[src/rtl/riscv_fetch_pkg.sv]
// Shared constants and types for the instruction fetch front end.
package riscv_fetch_pkg;

    localparam int unsigned INSTR_BYTES = 4;
    localparam logic [31:0] NOP_INSTR   = 32'h0000_0013;

    typedef enum logic [0:0] {
        RUN   = 1'b0,
        DRAIN = 1'b1
    } fetch_state_e;

    // Width of a counter able to hold 0..depth inclusive.
    function automatic int unsigned cnt_width(input int unsigned depth);
        return $clog2(depth + 1);
    endfunction

endpackage

[src/rtl/fetch_buffer.sv]
// Small synchronous FIFO holding fetched {instruction, pc} entries.
module fetch_buffer
    import riscv_fetch_pkg::*;
#(
    parameter int unsigned DEPTH = 2,
    parameter int unsigned WIDTH = 96
) (
    input  logic                        clk,
    input  logic                        rst_n,
    input  logic                        i_push,
    input  logic [WIDTH-1:0]            i_push_data,
    input  logic                        i_pop,
    input  logic                        i_flush,
    output logic [cnt_width(DEPTH)-1:0] o_count,
    output logic [WIDTH-1:0]            o_head
);

    localparam int unsigned CW = cnt_width(DEPTH);
    localparam int unsigned PW = (DEPTH > 1) ? $clog2(DEPTH) : 1;

    logic [WIDTH-1:0] r_mem [DEPTH];
    logic [PW-1:0]    r_wr_ptr;
    logic [PW-1:0]    r_rd_ptr;
    logic [CW-1:0]    r_count;
    logic             w_do_pop;
    logic             w_do_push;

    // A push into a full buffer is only honoured when a pop frees a slot.
    assign w_do_pop  = i_pop && (r_count != CW'(0));
    assign w_do_push = i_push && ((r_count != CW'(DEPTH)) || w_do_pop);

    // Storage, pointers and occupancy; flush empties the buffer in one cycle.
    always_ff @(posedge clk or negedge rst_n) begin
        if (!rst_n) begin
            for (int i = 0; i < int'(DEPTH); i++) begin
                r_mem[i] <= '0;
            end
            r_wr_ptr <= '0;
            r_rd_ptr <= '0;
            r_count  <= '0;
        end else if (i_flush) begin
            r_wr_ptr <= '0;
            r_rd_ptr <= '0;
            r_count  <= '0;
        end else begin
            if (w_do_push) begin
                r_mem[r_wr_ptr] <= i_push_data;
                r_wr_ptr <= (r_wr_ptr == PW'(DEPTH - 1)) ? PW'(0) : r_wr_ptr + PW'(1);
            end
            if (w_do_pop) begin
                r_rd_ptr <= (r_rd_ptr == PW'(DEPTH - 1)) ? PW'(0) : r_rd_ptr + PW'(1);
            end
            case ({w_do_push, w_do_pop})
                2'b10:   r_count <= r_count + CW'(1);
                2'b01:   r_count <= r_count - CW'(1);
                default: r_count <= r_count;
            endcase
        end
    end

    assign o_count = r_count;
    assign o_head  = (r_count != CW'(0)) ? r_mem[r_rd_ptr] : '0;

endmodule

[src/rtl/instruction_fetch_unit.sv]
// PC generation, credit-limited in-order fetch requests and redirect/drain control
// feeding a small instruction buffer towards decode.
module instruction_fetch_unit
    import riscv_fetch_pkg::*;
#(
    parameter int unsigned         WORDSIZE = 64,
    parameter int unsigned         SIZE     = 32,
    parameter logic [WORDSIZE-1:0] RESET_PC = '0,
    parameter int unsigned         DEPTH    = 2
) (
    input  logic                clk,
    input  logic                rst_n,
    output logic                imem_req_valid,
    input  logic                imem_req_ready,
    output logic [WORDSIZE-1:0] imem_addr,
    input  logic                imem_rsp_valid,
    input  logic [SIZE-1:0]     imem_rsp_data,
    input  logic                redirect_valid,
    input  logic [WORDSIZE-1:0] redirect_pc,
    output logic                instr_valid,
    input  logic                instr_ready,
    output logic [SIZE-1:0]     instruction,
    output logic [WORDSIZE-1:0] instr_pc
);

    localparam int unsigned CW = cnt_width(DEPTH);
    localparam int unsigned EW = SIZE + WORDSIZE;
    localparam logic [WORDSIZE-1:0] PC_STEP = WORDSIZE'(INSTR_BYTES);

    fetch_state_e        r_state;
    fetch_state_e        w_state_next;
    logic [WORDSIZE-1:0] r_fetch_pc;
    logic [WORDSIZE-1:0] w_fetch_pc_next;
    logic [WORDSIZE-1:0] r_rsp_pc;
    logic [WORDSIZE-1:0] w_rsp_pc_next;
    logic [CW-1:0]       r_outstanding;
    logic [CW-1:0]       w_outstanding_next;
    logic [CW-1:0]       r_stale;
    logic [CW-1:0]       w_stale_next;
    logic                r_run_en;

    logic [CW-1:0]       w_count;
    logic [EW-1:0]       w_head;
    logic [CW:0]         w_in_use;
    logic [CW:0]         w_stale_sum;
    logic [WORDSIZE-1:0] w_redirect_aligned;
    logic                w_req_fire;
    logic                w_push;
    logic                w_pop;

    assign w_in_use           = {1'b0, r_outstanding} + {1'b0, w_count};
    assign w_redirect_aligned = redirect_pc & ~WORDSIZE'(3);
    // Requests issued before the redirect still come back and must be discarded.
    assign w_stale_sum        = {1'b0, r_stale} + {1'b0, r_outstanding}
                              - {{CW{1'b0}}, imem_rsp_valid};

    // r_run_en holds requests off for the first cycle after reset release.
    assign imem_req_valid = r_run_en && (r_state == RUN) && !redirect_valid
                         && (w_in_use < (CW + 1)'(DEPTH));
    assign imem_addr      = r_fetch_pc;
    assign w_req_fire     = imem_req_valid && imem_req_ready;
    assign w_push         = imem_rsp_valid && (r_state == RUN) && !redirect_valid;
    assign instr_valid    = (w_count != CW'(0));
    assign w_pop          = instr_valid && instr_ready && !redirect_valid;

    fetch_buffer #(
        .DEPTH (DEPTH),
        .WIDTH (EW)
    ) u_fetch_buffer (
        .clk         (clk),
        .rst_n       (rst_n),
        .i_push      (w_push),
        .i_push_data ({imem_rsp_data, r_rsp_pc}),
        .i_pop       (w_pop),
        .i_flush     (redirect_valid),
        .o_count     (w_count),
        .o_head      (w_head)
    );

    assign instruction = w_head[EW-1:WORDSIZE];
    assign instr_pc    = w_head[WORDSIZE-1:0];

    // Next-state, PC and credit counter logic; redirect overrides everything.
    always_comb begin
        w_state_next       = r_state;
        w_fetch_pc_next    = r_fetch_pc;
        w_rsp_pc_next      = r_rsp_pc;
        w_outstanding_next = r_outstanding;
        w_stale_next       = r_stale;
        if (redirect_valid) begin
            w_fetch_pc_next    = w_redirect_aligned;
            w_rsp_pc_next      = w_redirect_aligned;
            w_outstanding_next = '0;
            w_stale_next       = w_stale_sum[CW-1:0];
            w_state_next       = (w_stale_sum != '0) ? DRAIN : RUN;
        end else begin
            case (r_state)
                RUN: begin
                    if (w_req_fire) begin
                        w_fetch_pc_next = r_fetch_pc + PC_STEP;
                    end else begin
                        w_fetch_pc_next = r_fetch_pc;
                    end
                    if (imem_rsp_valid) begin
                        w_rsp_pc_next = r_rsp_pc + PC_STEP;
                    end else begin
                        w_rsp_pc_next = r_rsp_pc;
                    end
                    case ({w_req_fire, imem_rsp_valid})
                        2'b10:   w_outstanding_next = r_outstanding + CW'(1);
                        2'b01:   w_outstanding_next = r_outstanding - CW'(1);
                        default: w_outstanding_next = r_outstanding;
                    endcase
                end
                DRAIN: begin
                    if (imem_rsp_valid && (r_stale != CW'(0))) begin
                        w_stale_next = r_stale - CW'(1);
                    end else begin
                        w_stale_next = r_stale;
                    end
                    w_state_next = (w_stale_next == CW'(0)) ? RUN : DRAIN;
                end
                default: begin
                    w_state_next = RUN;
                end
            endcase
        end
    end

    // State and counter registers.
    always_ff @(posedge clk or negedge rst_n) begin
        if (!rst_n) begin
            r_state       <= RUN;
            r_fetch_pc    <= RESET_PC;
            r_rsp_pc      <= RESET_PC;
            r_outstanding <= '0;
            r_stale       <= '0;
            r_run_en      <= 1'b0;
        end else begin
            r_state       <= w_state_next;
            r_fetch_pc    <= w_fetch_pc_next;
            r_rsp_pc      <= w_rsp_pc_next;
            r_outstanding <= w_outstanding_next;
            r_stale       <= w_stale_next;
            r_run_en      <= 1'b1;
        end
    end

endmodule

[config.mk]
export PLATFORM = sky130hd
export DESIGN_NAME = instruction_fetch_unit
export DESIGN_NICKNAME = d
export VERILOG_FILES = /design/src/rtl/riscv_fetch_pkg.sv /design/src/rtl/fetch_buffer.sv /design/src/rtl/instruction_fetch_unit.sv
export SDC_FILE = /design/constraint.sdc
export NUM_CORES = 1
export LEC_CHECK = 0
export ABC_AREA = 1
export BUFFER_PORTS_ARGS = -buffer_cell sky130_fd_sc_hd__buf_2
export CORE_MARGIN = 2
export CORE_UTILIZATION = 45
export DETAILED_ROUTE_END_ITERATION = 8
export PLACE_DENSITY = 0.76
export SETUP_SLACK_MARGIN = 0.05
export SKIP_CTS_REPAIR_TIMING = 1
export SLEW_MARGIN = 5
export SYNTH_ARGS = -nofsm -noshare
export SYNTH_HDL_FRONTEND = slang
export SYNTH_SLANG_ARGS = --single-unit
[constraint.sdc]
create_clock -name clk -period 5.5 [get_ports clk]
set_clock_uncertainty 0.05 [all_clocks]
set_input_delay 1.1 -clock clk [delete_from_list [all_inputs] [get_ports clk]]
set_output_delay 1.1 -clock clk [all_outputs]
set_load 0.01 [all_outputs]
==> Word-level counts from Yosys, hierarchy flattened <==
Index checks and enable logic that the tools add are counted.
{ "op_classes": {"addsub": 12, "n_lt_le_gt_ge": 4, "eq_ne": 6, "mux": 33, "bitwise_logic": 4, "n_reduce_logical": 29} }
{ "ops": {"columns": ["cell", "n"], "rows": [
  ["$mux W96", 5],
  ["$mux W64", 6],
  ["$bwmux W192", 1],
  ["$add A64 B3 Y64 const B", 2],
  ["$demux W96 S1", 1],
  ["$mux W2", 8],
  ["$reduce_bool A2 Y1", 7],
  ["$logic_and A1 B1 Y1", 12],
  ["$mux W1", 10],
  ["$reduce_bool A3 Y1", 3],
  ["$pmux W2 S2", 2],
  ["$reduce_and A2 Y1", 4],
  ["$add A2 B2 Y3", 2],
  ["$sub A2 B1 Y2 const B", 3],
  ["$add A2 B1 Y2 const B", 2],
  ["$eq A2 B1 Y1 const B", 2],
  ["$eq A2 B2 Y1 const B", 2],
  ["$ge A2 B2 Y1 const B", 2],
  ["$ne A2 B2 Y1 const B", 2],
  ["$not A1 Y2", 2],
  ["$lt A3 B2 Y1 const B", 1],
  ["$sub A3 B1 Y3", 1],
  ["$add A1 B1 Y1 const B", 2],
  ["$logic_not A2 Y1", 1],
  ["other kinds (4)", 5]
]} }
{ "word_totals": {"regBits": 330, "in_bits": 102, "output_inout_bits": 162} }

==> Depth between registers and ports, before layout <==
Gate-level depths: netlist of the first run.
{ "depth": {"depth_word": 9, "mapped_depth": 11, "mapped_depth_nobuf": 11} }

==> Hierarchy <==
Synthesis of the first run repeated with hierarchy kept, for this count alone.
{ "hier_totals": {"hier_cells": 2606, "area_unflattened_um2": 19005.7} }
{ "modules_own_cells": {"columns": ["mod", "n_inst", "cells_per_inst", "area_per_inst_um2"], "rows": [
  ["instruction_fetch_unit", 1, 1535, 9740.6],
  ["fetch_buffer", 1, 1071, 9265.1]
]} }

==> Worst setup path after synthesis of the first run <==
No wires, ideal clock.
{ "synth_path": {"path_kind": "input to output", "startpoint": "in redirect_valid", "endpoint": "out imem_req_valid", "t_arrival_ps": 1529, "path_slack_ps": 2821, "path_stages": 2, "path_buffers": 0, "path_cell_list": "nor2_1 and2_1"} }
{ "synth_via": {"elab_chain_len": 3} }
{ "synth_lines": {"columns": ["item", "line", "text"], "rows": [
  ["from (decl)", "instruction_fetch_unit.sv:18", "input logic redirect_valid,"],
  ["$logic_not A1 Y1", "instruction_fetch_unit.sv:58", "assign imem_req_valid = r_run_en && (r_state == RUN) && !redirect_valid"],
  ["$logic_and A1 B1 Y1", "instruction_fetch_unit.sv:58", null],
  ["$logic_and A1 B1 Y1", "instruction_fetch_unit.sv:59", "&& (w_in_use < (CW + 1)'(DEPTH));"],
  ["to (decl)", "instruction_fetch_unit.sv:13", "output logic imem_req_valid,"]
]} }
No other way between the ends.

==> Worst setup path in the final report of the first run <==
{ "layout_path": {"startpoint": "reg u_fetch_buffer.r_count[1] (netlist: u_fetch_buffer.o_count[1])", "endpoint": "out instruction[11]"} }
{ "layout_via": {"elab_chain_len": 2} }
{ "layout_lines": {"columns": ["item", "line", "text"], "rows": [
  ["from (decl)", "fetch_buffer.sv:24", "logic [CW-1:0] r_count;"],
  ["from (signal assigned)", "fetch_buffer.sv:54", "2'b10: r_count <= r_count + CW'(1);"],
  ["from (signal assigned)", "fetch_buffer.sv:55", "2'b01: r_count <= r_count - CW'(1);"],
  ["from (signal assigned)", "fetch_buffer.sv:56", "default: r_count <= r_count;"],
  ["$reduce_bool A2 Y1", "fetch_buffer.sv:62", "assign o_head = (r_count != CW'(0)) ? r_mem[r_rd_ptr] : '0;"],
  ["$mux W96", "fetch_buffer.sv:62", null],
  ["to (decl)", "instruction_fetch_unit.sv:22", "output logic [SIZE-1:0] instruction,"]
]} }
No other way between the ends.

==> impl_metrics.json, run 1 <==
{
  "clockBufferDepth": 3,
  "met2_usage_pct": 46.63,
  "num_vias": 17440,
  "slew_headroom_pct": 32.72,
  "worstReg2RegEnd": "imem_addr[52]$_DFFE_PN0P_",
  "root_buffer": "clkbuf_16",
  "start_util_pct": 45.80,
  "synth_top_flop_cell": "dfrtp_1",
  "cts_tree": "done",
  "cp_num_buf_inv": 3,
  "drtPass1Iterations": 6,
  "rsz0062_at_grt": "no",
  "grt_use_met1_pct": 39.81,
  "cts.sinks": 322,
  "crit_arrival_ns": 2.82,
  "setup_slack_ns": 1.535,
  "syn-cell-area_um2": 18240,
  "finalHoldViolCount": 0,
  "syn-instance-count": 2462,
  "pre_cts_ws_ns": 1.648,
  "grt_pass1_vias": 16870,
  "drt-initial-drc-count": 1672,
  "synthToLayoutAreaGrowth_pct": 15.43,
  "port_buffers": 257,
  "crit_type": "register to output port",
  "antennaDiodeCount": 0,
  "final_area_um2": 21050,
  "nets": 2776,
  "drive_gt1_share_pct": 15.45,
  "worst_hold_path.endpoint": "u_fetch_buffer.r_mem[142]$_DFFE_PN0P_",
  "dp_cells": 3152,
  "fin_crit_sh_pct": 72.10,
  "status": "complete, no violations",
  "seq_area_frac_synth_pct": 44.18,
  "wl_per_cell_um": 19.26,
  "drv_slew": 0,
  "die_x_um": 205.3,
  "ys_warn_count": 0,
  "cp_max_fo": 54,
  "gr-usage-all-layers_pct": 29.33,
  "grt_max_degree": 131,
  "synth-seq-cells": 322,
  "min_period_ns": 3.965,
  "hpwlAfterDp_mm": 45.82,
  "path_clk_slew_ns": 0.06,
  "layout_commonest_cell": "nand2_1",
  "vdd_drop_max_mv": 0.1913,
  "pin_count": 264,
  "clock_latency_ns": 0.54,
  "fin_tns_setup_ns": 0,
  "mostFrequentLayoutCells": "700 x nand2_1, 321 x dfrtp_1, 269 x nor2_1, 256 x buf_2, 243 x inv_1",
  "yosysUniqueCellTypes": 46,
  "worst_setup_path_start_kind": "register",
  "drv_cap": 0,
  "grt_overflow": 0,
  "holdCritStartpoint": "u_fetch_buffer.r_mem[142]$_DFFE_PN0P_",
  "worstMarginPinSlew_ns": 1.008,
  "dpl-instance-area_um2": 19840,
  "grt.busiest_layer": "met2",
  "antenna_found_initial": 1,
  "core_um2": 39820,
  "power.leakage_uw": 0.009610,
  "synth_area_per_cell_um2": 7.408,
  "finalSetupViolCount": 0,
  "dieArea_um2": 42150,
  "final_antenna_net_count": 0,
  "synth_edf_count": 0,
  "rows": 73,
  "cts_buffers": 37,
  "clock.fmax_mhz": 252.2,
  "r2r_start": "r_outstanding[0]$_DFFE_PN0P_",
  "synthArstFlopShare_pct": 100.0,
  "stdcell_count": 3217,
  "end_kind": "output port",
  "slowest_delay_ns": 0.62,
  "drc_errors": 0,
  "power.total_uw": 9862,
  "hold_path_class": "register to register",
  "grt_pass1_wl_mm": 94.73,
  "critical_path.cell_chain": "nor2_1, inv_2, buf_4, o21ai_0, a21oi_1, buf_2",
  "power_density_nw_per_um2": 468.5,
  "h-tree-depth": 2,
  "place_congestion": 0.9669,
  "rr_worst_depth": 11,
  "viasPerCell": 5.422,
  "wl_mm": 61.94,
  "die_h_um": 205.3,
  "critPathTopFamily": "buffers and inverters",
  "met3_usage_pct": 5.226,
  "rrSetupSlack_ns": 2.34,
  "whs_path_depth": 1,
  "crit_slowest_cell": "inv_2",
  "required_ns": 4.35
}
## registers in the layout, indices dropped and copies added, names as in the netlist
name / flops
u_fetch_buffer.o_count: 2
imem_addr: 62
r_outstanding: 2
r_stale: 2
r_rsp_pc: 62
u_fetch_buffer.r_mem: 188
r_state: 1
u_fetch_buffer.r_rd_ptr: 1
u_fetch_buffer.r_wr_ptr: 1
r_run_en: 1
## metal layers
metal  up-vias  wire, um
met1      8287     27040
met3       117      4685
met4         2      2522
met5         -        14
li1       8354         -
met2       684     27680
## layout make-up
type / instances / area, um2
clock buffers: 53 / 1069
clock inverters: 12 / 147.6
fillers: 3898 / 18770
inverters: 250 / 938.4
multi-input cells: 1779 / 8677
flip-flops and latches: 322 / 8061
well taps: 525 / 656.9
repair buffers: 276 / 1501
## power breakdown
part / internal [uW] / switching (uW)
Sequential: 3240 / 692
Combinational: 1340 / 2090
Clock: 1490 / 1000
## stage by stage
stage          hold slack [ns]  util (%)
2_1_floorplan           0.4086         -
3_3_place_gp            0.4172     49.81
3_5_place_dp            0.4244     49.81
4_1_cts                 0.4373     52.86
5_1_grt                 0.4491     52.86
6_report                0.4348     52.86
## worst max-delay path by stage
stage / slack (ns) / endpoint / cells after the start / startpoint
finish: 1.53 / instruction[11] / 6 / u_fetch_buffer.o_count[1]$_DFFE_PN0P_
global route: 1.35 / instruction[11] / 6 / u_fetch_buffer.o_count[1]$_DFFE_PN0P_
CTS: 1.44 / instruction[11] / 6 / u_fetch_buffer.o_count[1]$_DFFE_PN0P_
detailed placement: 1.65 / imem_addr[52]$_DFFE_PN0P_ / 8 / redirect_valid
global placement: 1.70 / imem_addr[52]$_DFFE_PN0P_ / 8 / redirect_valid
floorplan: 2.82 / imem_req_valid / 2 / redirect_valid
## cell usage after synthesis (all sizes together) (3+ instances only)
cell type	number	area [um2]
nand2	702	2640
dfrtp	322	8058
nor2	289	1157
inv	250	938.4
o21ai	245	1230
a21oi	141	705.7
nand3	132	675.7
buf	65	389.1
clkbuf	49	188.9
mux2	49	551.8
o21a	45	337.8
xor2	42	367.9
o211ai	33	247.7
nand4	26	162.7
xnor2	19	166.4
nor3	9	50.05
ha	6	75.07
a31oi	5	31.28
and2	4	25.03
nor3b	4	30.03
o221ai	4	35.03
nand3b	3	22.52
## cell families after synthesis
group                      share of synthesized area, %
DFF                                               44.18
buffers and inverters                             8.315
xor gates and xnor gates                          2.929
and+or+nand+nor                                   26.22
adders and majority gates                        0.6312
AOI/OAI and AO/OA                                 14.65
other                                           0.04118
muxes                                             3.026
(Power assumes the default switching activity.)
==> run 2, diff against run 1 <==
==> constraint.sdc (replaced) <==
create_clock -name clk -period 4.15 [get_ports clk]
set_clock_uncertainty 0.05 [all_clocks]
set_input_delay 0.83 -clock clk [delete_from_list [all_inputs] [get_ports clk]]
set_output_delay 0.83 -clock clk [all_outputs]
set_load 0.01 [all_outputs]
==> run 2 against run 1 <==
  * Sequential power is 31% higher
  * Clock-buffer cell count fell by 2
  * Combinational power increased by 35%
  * Global-route usage decreased by 0.31 points
  * Register-to-register slack worse by 1.1 ns
  * Critical path depth unchanged
  * Clock power is 32% higher
  * Highest routed layer is now met4
==> impl_metrics.json, run 2 (synthesized netlist as in run 1, its figures left out) <==
{
  "clock.fmax_mhz": 295.2,
  "dieArea_um2": 42150,
  "drt-initial-drc-count": 1764,
  "slew_headroom_pct": 36.79,
  "layout_commonest_cell": "nand2_1",
  "pre_cts_ws_ns": 1.152,
  "antennaDiodeCount": 0,
  "stdcell_count": 3226,
  "critPathTopFamily": "buffers and inverters",
  "core_um2": 39820,
  "worstMarginPinSlew_ns": 0.9409,
  "mostFrequentLayoutCells": "700 x nand2_1, 321 x dfrtp_1, 269 x nor2_1, 256 x buf_2, 243 x inv_1",
  "cts_buffers": 37,
  "place_congestion": 1.015,
  "grt_overflow": 0,
  "hpwlAfterDp_mm": 45.52,
  "finalSetupViolCount": 0,
  "viasPerCell": 5.450,
  "drv_cap": 0,
  "cp_num_buf_inv": 3,
  "fin_tns_setup_ns": 0,
  "path_clk_slew_ns": 0.06,
  "start_util_pct": 45.80,
  "synthToLayoutAreaGrowth_pct": 15.96,
  "root_buffer": "clkbuf_16",
  "drive_gt1_share_pct": 15.85,
  "final_antenna_net_count": 0,
  "power_density_nw_per_um2": 617.3,
  "cts.sinks": 322,
  "grt_max_degree": 92,
  "min_period_ns": 3.388,
  "fin_crit_sh_pct": 81.64,
  "rows": 73,
  "hold_path_class": "input port to asynchronous set/reset pin",
  "die_h_um": 205.3,
  "required_ns": 3.27,
  "status": "complete, no violations",
  "critical_path.cell_chain": "nor2_1, inv_2, buf_4, o21ai_0, a21oi_1, buf_2",
  "clock_latency_ns": 0.57,
  "cp_max_fo": 43,
  "wl_per_cell_um": 18.89,
  "postLayoutCoreUtil_pct": 53.10,
  "drtPass1Iterations": 6,
  "rsz0062_at_grt": "no",
  "num_vias": 17580,
  "clockBufferDepth": 3,
  "dp_cells": 3159,
  "crit_type": "register to output port",
  "cts_tree": "done",
  "h-tree-depth": 2,
  "finalHoldViolCount": 0,
  "worst_setup_path_start_kind": "register",
  "crit_arrival_ns": 2.51,
  "slowest_delay_ns": 0.51,
  "die_x_um": 205.3,
  "grt_pass1_vias": 17070,
  "crit_path_start": "u_fetch_buffer.o_count[1]$_DFFE_PN0P_",
  "drc_errors": 0,
  "pin_count": 264,
  "timing.hold.ws_ns": 0.2064,
  "grt_pass1_wl_mm": 93.81,
  "vdd_drop_max_mv": 0.3244,
  "r2r_start": "r_outstanding[0]$_DFFE_PN0P_",
  "drv_slew": 0,
  "wl_mm": 60.93,
  "crit_slowest_cell": "inv_2",
  "end_kind": "output port",
  "antenna_found_initial": 0,
  "power.leakage_uw": 0.009667,
  "largest_reg_flops": 188,
  "setup_slack_ns": 0.7621,
  "gr-usage-all-layers_pct": 29.01,
  "largest_register": "u_fetch_buffer.r_mem",
  "port_buffers": 257,
  "nets": 2783
}
## run 2: cell types whose count changed in the layout (fill, tap and decap cells not counted), sizes merged
| cell | previous run | this run |
|---|---|---|
| clkbuf | 53 | 51 |
| buf | 276 | 283 |
| clkinv | 6 | 11 |
| bufinv | 3 | 2 |
## run 2: final cells by class
cell class | count | area [um2]
repair buffers | 283 | 1604
multi-input cells | 1779 | 8677
clock buffers | 51 | 1049
well taps | 525 | 656.9
fillers | 3887 | 18680
clock inverters | 16 | 161.4
inverters | 250 | 938.4
flip-flops and latches | 322 | 8061
## run 2: final timing paths
kind	end	slack [ns]	depth (start not counted)
max in group asynchronous	r_rsp_pc[52]$_DFFE_PN0P_	2.88	2
worst max-delay path	instruction[13]	0.76	6
worst max register to register	imem_addr[17]$_DFFE_PN0P_	1.26	10
min in group clk	u_fetch_buffer.r_mem[83]$_DFFE_PN0P_	0.43	3
worst min-delay path	u_fetch_buffer.r_mem[185]$_DFFE_PN0P_	0.21	1
worst min register to register	u_fetch_buffer.r_mem[127]$_DFFE_PN0P_	0.43	1
## run 2: power breakdown
group / total (uW) / leakage [uW] / internal (uW) / switching, uW
sequential: 5140 / 0.00374 / 4300 / 838
clock: 3280 / 0.000597 / 1910 / 1370
combinational: 4640 / 0.00533 / 1790 / 2850
## run 2: through the flow
stage	power [uW]	instance area [um2]
2_1_floorplan	7956	18250
3_3_place_gp	9600	19940
3_5_place_dp	9773	19940
4_1_cts	13100	21150
5_1_grt	13930	21150
6_report	13060	21150
## run 2: metal layers
layer / vias to the layer above / global-route usage [%] / wire [um]
met5: - / 0 / 0
met4: 0 / 12.10 / 2656
met3: 132 / 5.987 / 5141
met2: 748 / 45.16 / 26930
met1: 8340 / 39.41 / 26200
li1: 8361 / - / -
